`config.mk`:
```
export PLATFORM = sky130hd
export DESIGN_NAME = sar_ctrl
export DESIGN_NICKNAME = d
export VERILOG_FILES = /design/src/rtl/sar_ctrl.sv
export SDC_FILE = /design/constraint.sdc
export NUM_CORES = 1
export LEC_CHECK = 0
export CORE_ASPECT_RATIO = 2
export CORE_MARGIN = 1.5
export CORE_UTILIZATION = 50
export CTS_CLUSTER_DIAMETER = 60
export DETAILED_ROUTE_END_ITERATION = 12
export MAX_ROUTING_LAYER = met4
export PLACE_DENSITY = 0.81
export SLEW_MARGIN = 0
export SYNTH_ARGS = -nofsm -noshare
export SYNTH_HDL_FRONTEND = slang
export SYNTH_SLANG_ARGS = --single-unit
```
`constraint.sdc`:
```
create_clock -name clk -period 4.01 [get_ports clk]
set_input_delay 1.0025 -clock clk [delete_from_list [all_inputs] [get_ports clk]]
set_output_delay 1.0025 -clock clk [all_outputs]
set_load 0.01 [all_outputs]
```
`src/rtl/sar_ctrl.sv`:
```
// sar_ctrl: digital side of a SAR ADC. Sequences sample, bit-trial,
// comparator strobe and comparator reset phases. It drives the cap-DAC trial
// code MSB first and returns an NBITS offset-binary code with a one-cycle
// dout_valid pulse.
//
// Optional feature: define SAR_TIMEOUT_EN to add a comparator watchdog.
// The watchdog bounds each STROBE/CRST wait to TIMEOUT_CYC cycles and raises
// a sticky err flag. Without the macro the controller waits indefinitely and
// err is tied low.
module sar_ctrl #(
  parameter int NBITS       = 8,
  parameter int SAMPLE_CYC  = 2,
  parameter int TIMEOUT_CYC = 15
) (
  input  logic             clk,
  input  logic             rst,
  input  logic             enable,
  input  logic             start,
  input  logic             cmp_p,
  input  logic             cmp_n,
  output logic             smpl,
  output logic             cmp_clk,
  output logic [NBITS-1:0] dac_p,
  output logic [NBITS-1:0] dac_n,
  output logic [NBITS-1:0] dout,
  output logic             dout_valid,
  output logic             busy,
  output logic             err
);

  localparam int IDX_W  = (NBITS > 1) ? $clog2(NBITS) : 1;
  localparam int SCNT_W = $clog2(SAMPLE_CYC + 1);
  localparam logic [IDX_W-1:0]  IDX_TOP   = IDX_W'(NBITS - 1);
  localparam logic [SCNT_W-1:0] SCNT_LAST = SCNT_W'(SAMPLE_CYC - 1);

  typedef enum logic [2:0] {
    IDLE,
    SAMPLE,
    TRIAL,
    STROBE,
    CRST,
    DONE
  } state_t;

  state_t            state;
  state_t            state_nxt;
  logic [IDX_W-1:0]  idx;
  logic [SCNT_W-1:0] scnt;
  logic              resolved;
  logic              released;
  logic              tout;

  // A decision is valid only when the comparator rails disagree; 1/1 counts as unresolved.
  assign resolved = cmp_p ^ cmp_n;
  assign released = ~cmp_p & ~cmp_n;
  assign dac_n    = ~dac_p;

`ifdef SAR_TIMEOUT_EN
  localparam int TCNT_W = $clog2(TIMEOUT_CYC + 1);
  logic [TCNT_W-1:0] tcnt;

  assign tout = (tcnt == TCNT_W'(TIMEOUT_CYC - 1));

  // Watchdog: counts cycles spent in the current STROBE/CRST visit; err is sticky until rst.
  always_ff @(posedge clk) begin
    if (rst) begin
      tcnt <= '0;
      err  <= 1'b0;
    end else begin
      if ((state_nxt != state) || !((state == STROBE) || (state == CRST)))
        tcnt <= '0;
      else
        tcnt <= tcnt + TCNT_W'(1);
      if (enable && tout &&
          (((state == STROBE) && !resolved) || ((state == CRST) && !released)))
        err <= 1'b1;
    end
  end
`else
  // Timeout disabled: tout is constant 0; TIMEOUT_CYC is referenced only so the
  // parameter list is identical in both builds.
  assign tout = (TIMEOUT_CYC < 0);
  assign err  = 1'b0;
`endif

  // Next-state logic; a low enable overrides every transition and returns to IDLE.
  always_comb begin
    state_nxt = state;
    case (state)
      IDLE:    if (start) state_nxt = SAMPLE;
      SAMPLE:  if (scnt == SCNT_LAST) state_nxt = TRIAL;
      TRIAL:   state_nxt = STROBE;
      STROBE:  if (resolved || tout) state_nxt = CRST;
      CRST:    if (released || tout) state_nxt = (idx == '0) ? DONE : TRIAL;
      DONE:    state_nxt = IDLE;
      default: state_nxt = IDLE;
    endcase
    if (!enable) state_nxt = IDLE;
  end

  // State register, registered Moore outputs and the successive-approximation datapath.
  always_ff @(posedge clk) begin
    if (rst) begin
      state      <= IDLE;
      smpl       <= 1'b0;
      cmp_clk    <= 1'b0;
      busy       <= 1'b0;
      dout_valid <= 1'b0;
      dac_p      <= '0;
      dout       <= '0;
      idx        <= IDX_TOP;
      scnt       <= '0;
    end else begin
      state      <= state_nxt;
      smpl       <= (state_nxt == SAMPLE);
      cmp_clk    <= (state_nxt == STROBE);
      busy       <= (state_nxt != IDLE);
      dout_valid <= 1'b0;
      if (enable) begin
        case (state)
          IDLE: begin
            if (start) begin
              dac_p <= '0;
              idx   <= IDX_TOP;
              scnt  <= '0;
            end
          end
          SAMPLE: scnt <= scnt + SCNT_W'(1);
          // Trial bit is set on the way into STROBE so the comparator sees it while strobed.
          TRIAL:  dac_p[idx] <= 1'b1;
          STROBE: begin
            if ((resolved && !cmp_p) || (!resolved && tout))
              dac_p[idx] <= 1'b0;
          end
          CRST: begin
            if ((released || tout) && (idx != '0))
              idx <= idx - IDX_W'(1);
          end
          DONE: begin
            dout       <= dac_p;
            dout_valid <= 1'b1;
          end
          default: ;
        endcase
      end
    end
  end

endmodule

```
* Word-level counts from Yosys, hierarchy flattened
Index checks and enable logic that the tools add are counted.
** Word-level totals
- Output and inout port bits :: 29
- Logic and storage cells :: 67
- Register bits :: 28
- Input bits :: 6
** Cells by class
- Reductions and logical operators :: 16
- Add/subtract/negate cells :: 2
- Bitwise operators :: 9
- Order comparisons :: 2
- Equal/unequal tests :: 11
- Multiplexer cells :: 18
** Operator list (count)
- 2-to-1 mux 3 bit :: 8
- case mux 8 bit (3 select lines) :: 1
- 2-to-1 mux 8 bit :: 2
- NOT 8 bit :: 2
- case mux 3 bit (5 select lines) :: 1
- == test 3 x 2 -> 1 bit (second input constant) :: 3
- nonzero test 3 bit :: 3
- AND 8 bit :: 1
- OR 8 bit :: 1
- AND reduction 4 bit :: 2
- == test 3 x 1 -> 1 bit (second input constant) :: 2
- == test 3 bit (second input constant) :: 2
- logical NOT 3 bit :: 2
- != test 2 bit (second input constant) :: 3
- case mux 3 bit (2 select lines) :: 1
- less-than comparator 3 x 4 -> 1 bit (second input constant) :: 1
- case mux 2 bit (2 select lines) :: 1
- nonzero test 2 bit :: 2
- demux 1 bit (select 3 bit) :: 1
- greater-or-equal comparator 3 x 1 -> 1 bit (second input constant) :: 1
- logical AND 1 bit :: 3
- NOT 1 bit :: 3
- AND reduction 3 bit :: 1
- subtractor 3 x 1 -> 3 bit (second input constant) :: 1
- 9 further kinds :: 10

* Logic depth before layout (Yosys ltp)
- Word-level depth :: 8
- Mapped depth :: 7
- Mapped depth without buffers :: 6

* Worst setup path before layout
No wires, ideal clock.
- Path kind :: input-to-reg
- Start :: input cmp_p
- End :: register idx[1]
- Library setup time :: 114 ps
- Data required time :: 3896 ps
- Setup slack :: 1942 ps
- Arrival :: 1954 ps
- Path buffers :: 0
- Cell stages on the path :: 5
- Path through :: inv_1 ha_1 a31oi_2 or3b_1 a21o_1
** Between the ends
- Cells in the longest elaborated chain, start to end :: 5
** Ends and longest elaborated chain
- start, declared :: RTL line 19 : input logic cmp_p,
- NOT 1 bit :: RTL line 55 : assign released = ~cmp_p & ~cmp_n;
- AND 1 bit :: RTL line 55
- logical AND 1 bit :: RTL line 136 : if ((released || tout) && (idx != '0))
- != test 2 bit (no line)
- AND reduction 4 bit (no line)
- end signal, assigned :: RTL line 137 : idx <= idx - IDX_W'(1);
- end, declared :: RTL line 47 : logic [IDX_W-1:0] idx;
Every way passes these cells.
A chain may end at the register's enable or synchronous reset.

* Worst setup path after layout
- Start :: input cmp_p
- End :: register dac_p[0]
** Between the ends
- Cells in the longest elaborated chain, start to end :: 4
- Elaborated cells between the ends (all ways) :: 5
- Classes of those cells :: 1 x eq/ne; 1 x bitwise; 3 x reduce/logical
** Ends and longest elaborated chain
- XOR 1 bit / logical NOT 1 bit (equally long branches) :: RTL line 54, 132
- logical AND 1 bit (*) :: RTL line 132 : if ((resolved && !cmp_p) || (!resolved && tout))
- != test 2 bit (no line) (*)
- AND reduction 4 bit (no line) (*)
- end signal, assigned :: RTL line 123 : dac_p <= '0;
- end signal, assigned by index :: RTL line 130 : TRIAL: dac_p[idx] <= 1'b1;
- end signal, assigned by index :: RTL line 133 : dac_p[idx] <= 1'b0;
- end, declared :: RTL line 23 : output logic [NBITS-1:0] dac_p,
Mark *: on every way between the ends. The rest lies on a longest branch, timed or not.

==> qor.csv <==
stage,metric,value,unit
drt,drc,0,
worst_setup_path,crit_arrival,2.76,ns
grt,antenna_found_initial,0,
layout,drive_above_1_share,5.47,%
timing,rsz0062_at_grt,no,
status,status,"finished, final reports clean",
timing,slew_viol_final,0,
placed_design,routabilityCongestion,0.886,
grt,grt_pass1_vias,1267,
grt,grt_max_degree,22,
floorplan,coreArea,2740,µm²
cts,cts_hold_buf,0,
layout,finish.utilization,65.6,%
yosys,synth-seq-cells,28,
cts,clockRootBuffer,clkbuf_8,
floorplan,die_y,78.8,µm
worst_setup_path,critPathTopFamily,compound AO/OA/AOI/OAI gates,
drt,ant_nets,0,
layout,diodes,0,
worst_setup_path,critPathKind,in -> reg,
placed_design,port_buffers,33,
cts,insertion_delay,0.28,ns
power,ir_worst_vdd,300,µV
worst_setup_path,cp.depth,7,
yosys,synth_nets,187,
worst_setup_path,slowest_delay,0.59,ns
layout,nNetsFinal,213,
drt,wire_per_inst,13.9,µm
layout,fill_cells,230,
timing,finalSetupViolCount,0,
drt,drt-total-wl,3.20,mm
grt,grt_pass1_wl,5.38,mm
drt,first_pass_iters,4,
worst_setup_path,crit_chain,"clkdlybuf4s50_1, inv_1, ha_1, nand2b_1, a21oi_1, o31ai_1, a21oi_1",
worst_setup_path,reg2reg_depth,6,
layout,final_area,1800,µm²
yosys,syn_inst,176,
yosys,synth.avg_cell_area,8.15,µm²
yosys,ys_seq_area_share,39.1,%
floorplan,num_rows,27,
layout,area_growth,25.1,%
yosys,async_reset_ff_share,0,%
drt,via_count,1314,
cts,numCtsBuffers,3,
cts,cts_tree,built,
cts,clockBufferDepth,2,
drt,first_iter_violations,72,
min_path,hold_path_depth,2,
cts,cts_sinks,28,
min_path,hold_class,reg -> reg,
yosys,yosysWarnings,0,
power,p_leak,0.640,nW
worst_setup_path,crit_buf_inv,2,
run,maxCapViolations,0,
power,switchingPower,0.113,mW
worst_setup_path,critPathLaunchType,input port,
cts,clkTransAtPathRegs,0.09,ns
floorplan,initial_core_util,52.4,%
timing,finalCritPeriodShare,63.8,%
power,clock_power_share,40.5,%
layout,layout_common_cells,"33 x clkdlybuf4s50_1, 29 x a21oi_1, 28 x dfxtp_1",
cts,cts_setup_buffers,0,
yosys,synthFlopType,dfxtp_1,
yosys,yosysUniqueCellTypes,35,
power,switching_share,20.9,%
placed_design,place_area,1720,µm²
floorplan,ios,35,
power,seqPwrFrac,52.8,%
drt,via_per_inst,5.71,
timing,final.setup.tns,0,ns
power,internal_power,0.428,mW
timing,max_freq,391,MHz
worst_setup_path,cp_max_fo,8,
worst_setup_path,cp_slowest_cell,a21oi_1,
power,p_comb_share,6.7,%
timing,slew_headroom,51.9,%
power,powerDensity,301,nW/µm²
worst_setup_path,required,4.21,ns
layout,final_common_cell,clkdlybuf4s50_1,
cts,cts.repair.resized,0,
floorplan,dieArea,3220,µm²
grt,overflow,0,
yosys,netlist_area,1440,µm²
worst_setup_path,critPathCaptureType,flop,
timing,min_period,2.56,ns
timing,skew,0.00755,ns
floorplan,die_x,40.9,µm
worst_setup_path,cpMostUsedCell,a21oi_1,
cts,h-tree-depth,1,
grt,grt_usage,23.7,%
placed_design,hpwl,2.46,mm
yosys,synth-edff-count,0,
timing,final-hold-violation-count,0,
timing,worst_slew_pin_slew,0.720,ns
==> metal layers <==
metal	part of all wire, %	GRT usage, %
met1	37	23.2
met2	55	41.4
met3	4.0	3.07
met4	3.6	11.7
met5	0	-
==> state kept, by name, summed over array words and instances, names as in the netlist, 2 cells and up <==
register / count
dac_p: 8
dout: 8
scnt: 2
state: 3
idx: 3
==> final timing paths <==
kind                 from        to  slack [ns]
hold / removal    dout[4]   dout[4]        0.47
setup / recovery    cmp_p  dac_p[0]        1.45
hold reg to reg   dout[4]   dout[4]        0.47
setup reg to reg   idx[0]    idx[1]        2.08
==> cell type report <==
type                    count  area [µm²]  share of cell area, %
inverters                  14        52.6                   2.93
repair buffers             33         330                   18.4
flip-flops and latches     28         561                   31.2
multi-input cells         122         744                   41.5
well taps                  29        36.3                   2.02
clock buffers               3        41.3                   2.30
clock inverters             1        30.0                   1.67
==> kinds of logic (layout without fill, tap and decap cells) <==
logic type | count (synthesis) | count (layout) | share of synthesized area [%]
AO/OA/AOI/OAI | 53 | 53 | 22.7
adder cells (fa/ha/maj) | 5 | 5 | 4.36
buffers and inverters | 26 | 51 | 9.07
flip-flops | 28 | 28 | 39.1
other | 1 | 1 | 0.261
AND/OR/NAND/NOR | 63 | 63 | 24.6
==> cell usage after synthesis (3+ instances only) <==
library cell	number	area, µm²
buf_6	3	33.8
a21oi_1	29	145
a31oi_1	4	25.0
dfxtp_1	28	561
nor2b_1	5	31.3
nand3_1	4	20.0
or3b_1	4	35.0
ha_1	5	62.6
o31ai_1	8	60.1
nand2b_1	4	25.0
nor2_1	11	41.3
o21ai_0	5	25.0
buf_2	5	25.0
clkbuf_1	3	11.3
nor3_1	3	15.0
inv_1	14	52.6
nand2_1	23	86.3
==> power groups by stage <==
stage	Clock (mW)	Combinational, mW	Sequential (mW)
2_1_floorplan	0	0.0279	0.289
3_3_place_gp	0	0.0352	0.292
3_5_place_dp	0	0.0360	0.292
4_1_cts	0.220	0.0362	0.286
5_1_grt	0.231	0.0411	0.286
6_report	0.219	0.0363	0.286
==> worst reg2reg max path, stage by stage (launching register included) <==
cell,delay [ns]
dfxtp_1,0.53
inv_1,0.24
ha_1,0.29
nand2b_4,0.10
a31oi_2,0.14
or3b_1,0.39
a21o_1,0.16
==> stage by stage <==
stage / power (mW) / cells / worst slack, ns / hold slack, ns
global route: 0.558 / 230 / 1.26 / 0.488
CTS: 0.542 / 230 / 1.47 / 0.470
global placement: 0.327 / 226 / 1.29 / 0.440
finish: 0.541 / 230 / 1.45 / 0.467
detailed placement: 0.328 / 226 / 1.22 / 0.458
floorplan: 0.317 / 176 / 1.94 / 0.464
Note: power is estimated with default switching activity, not from simulation.
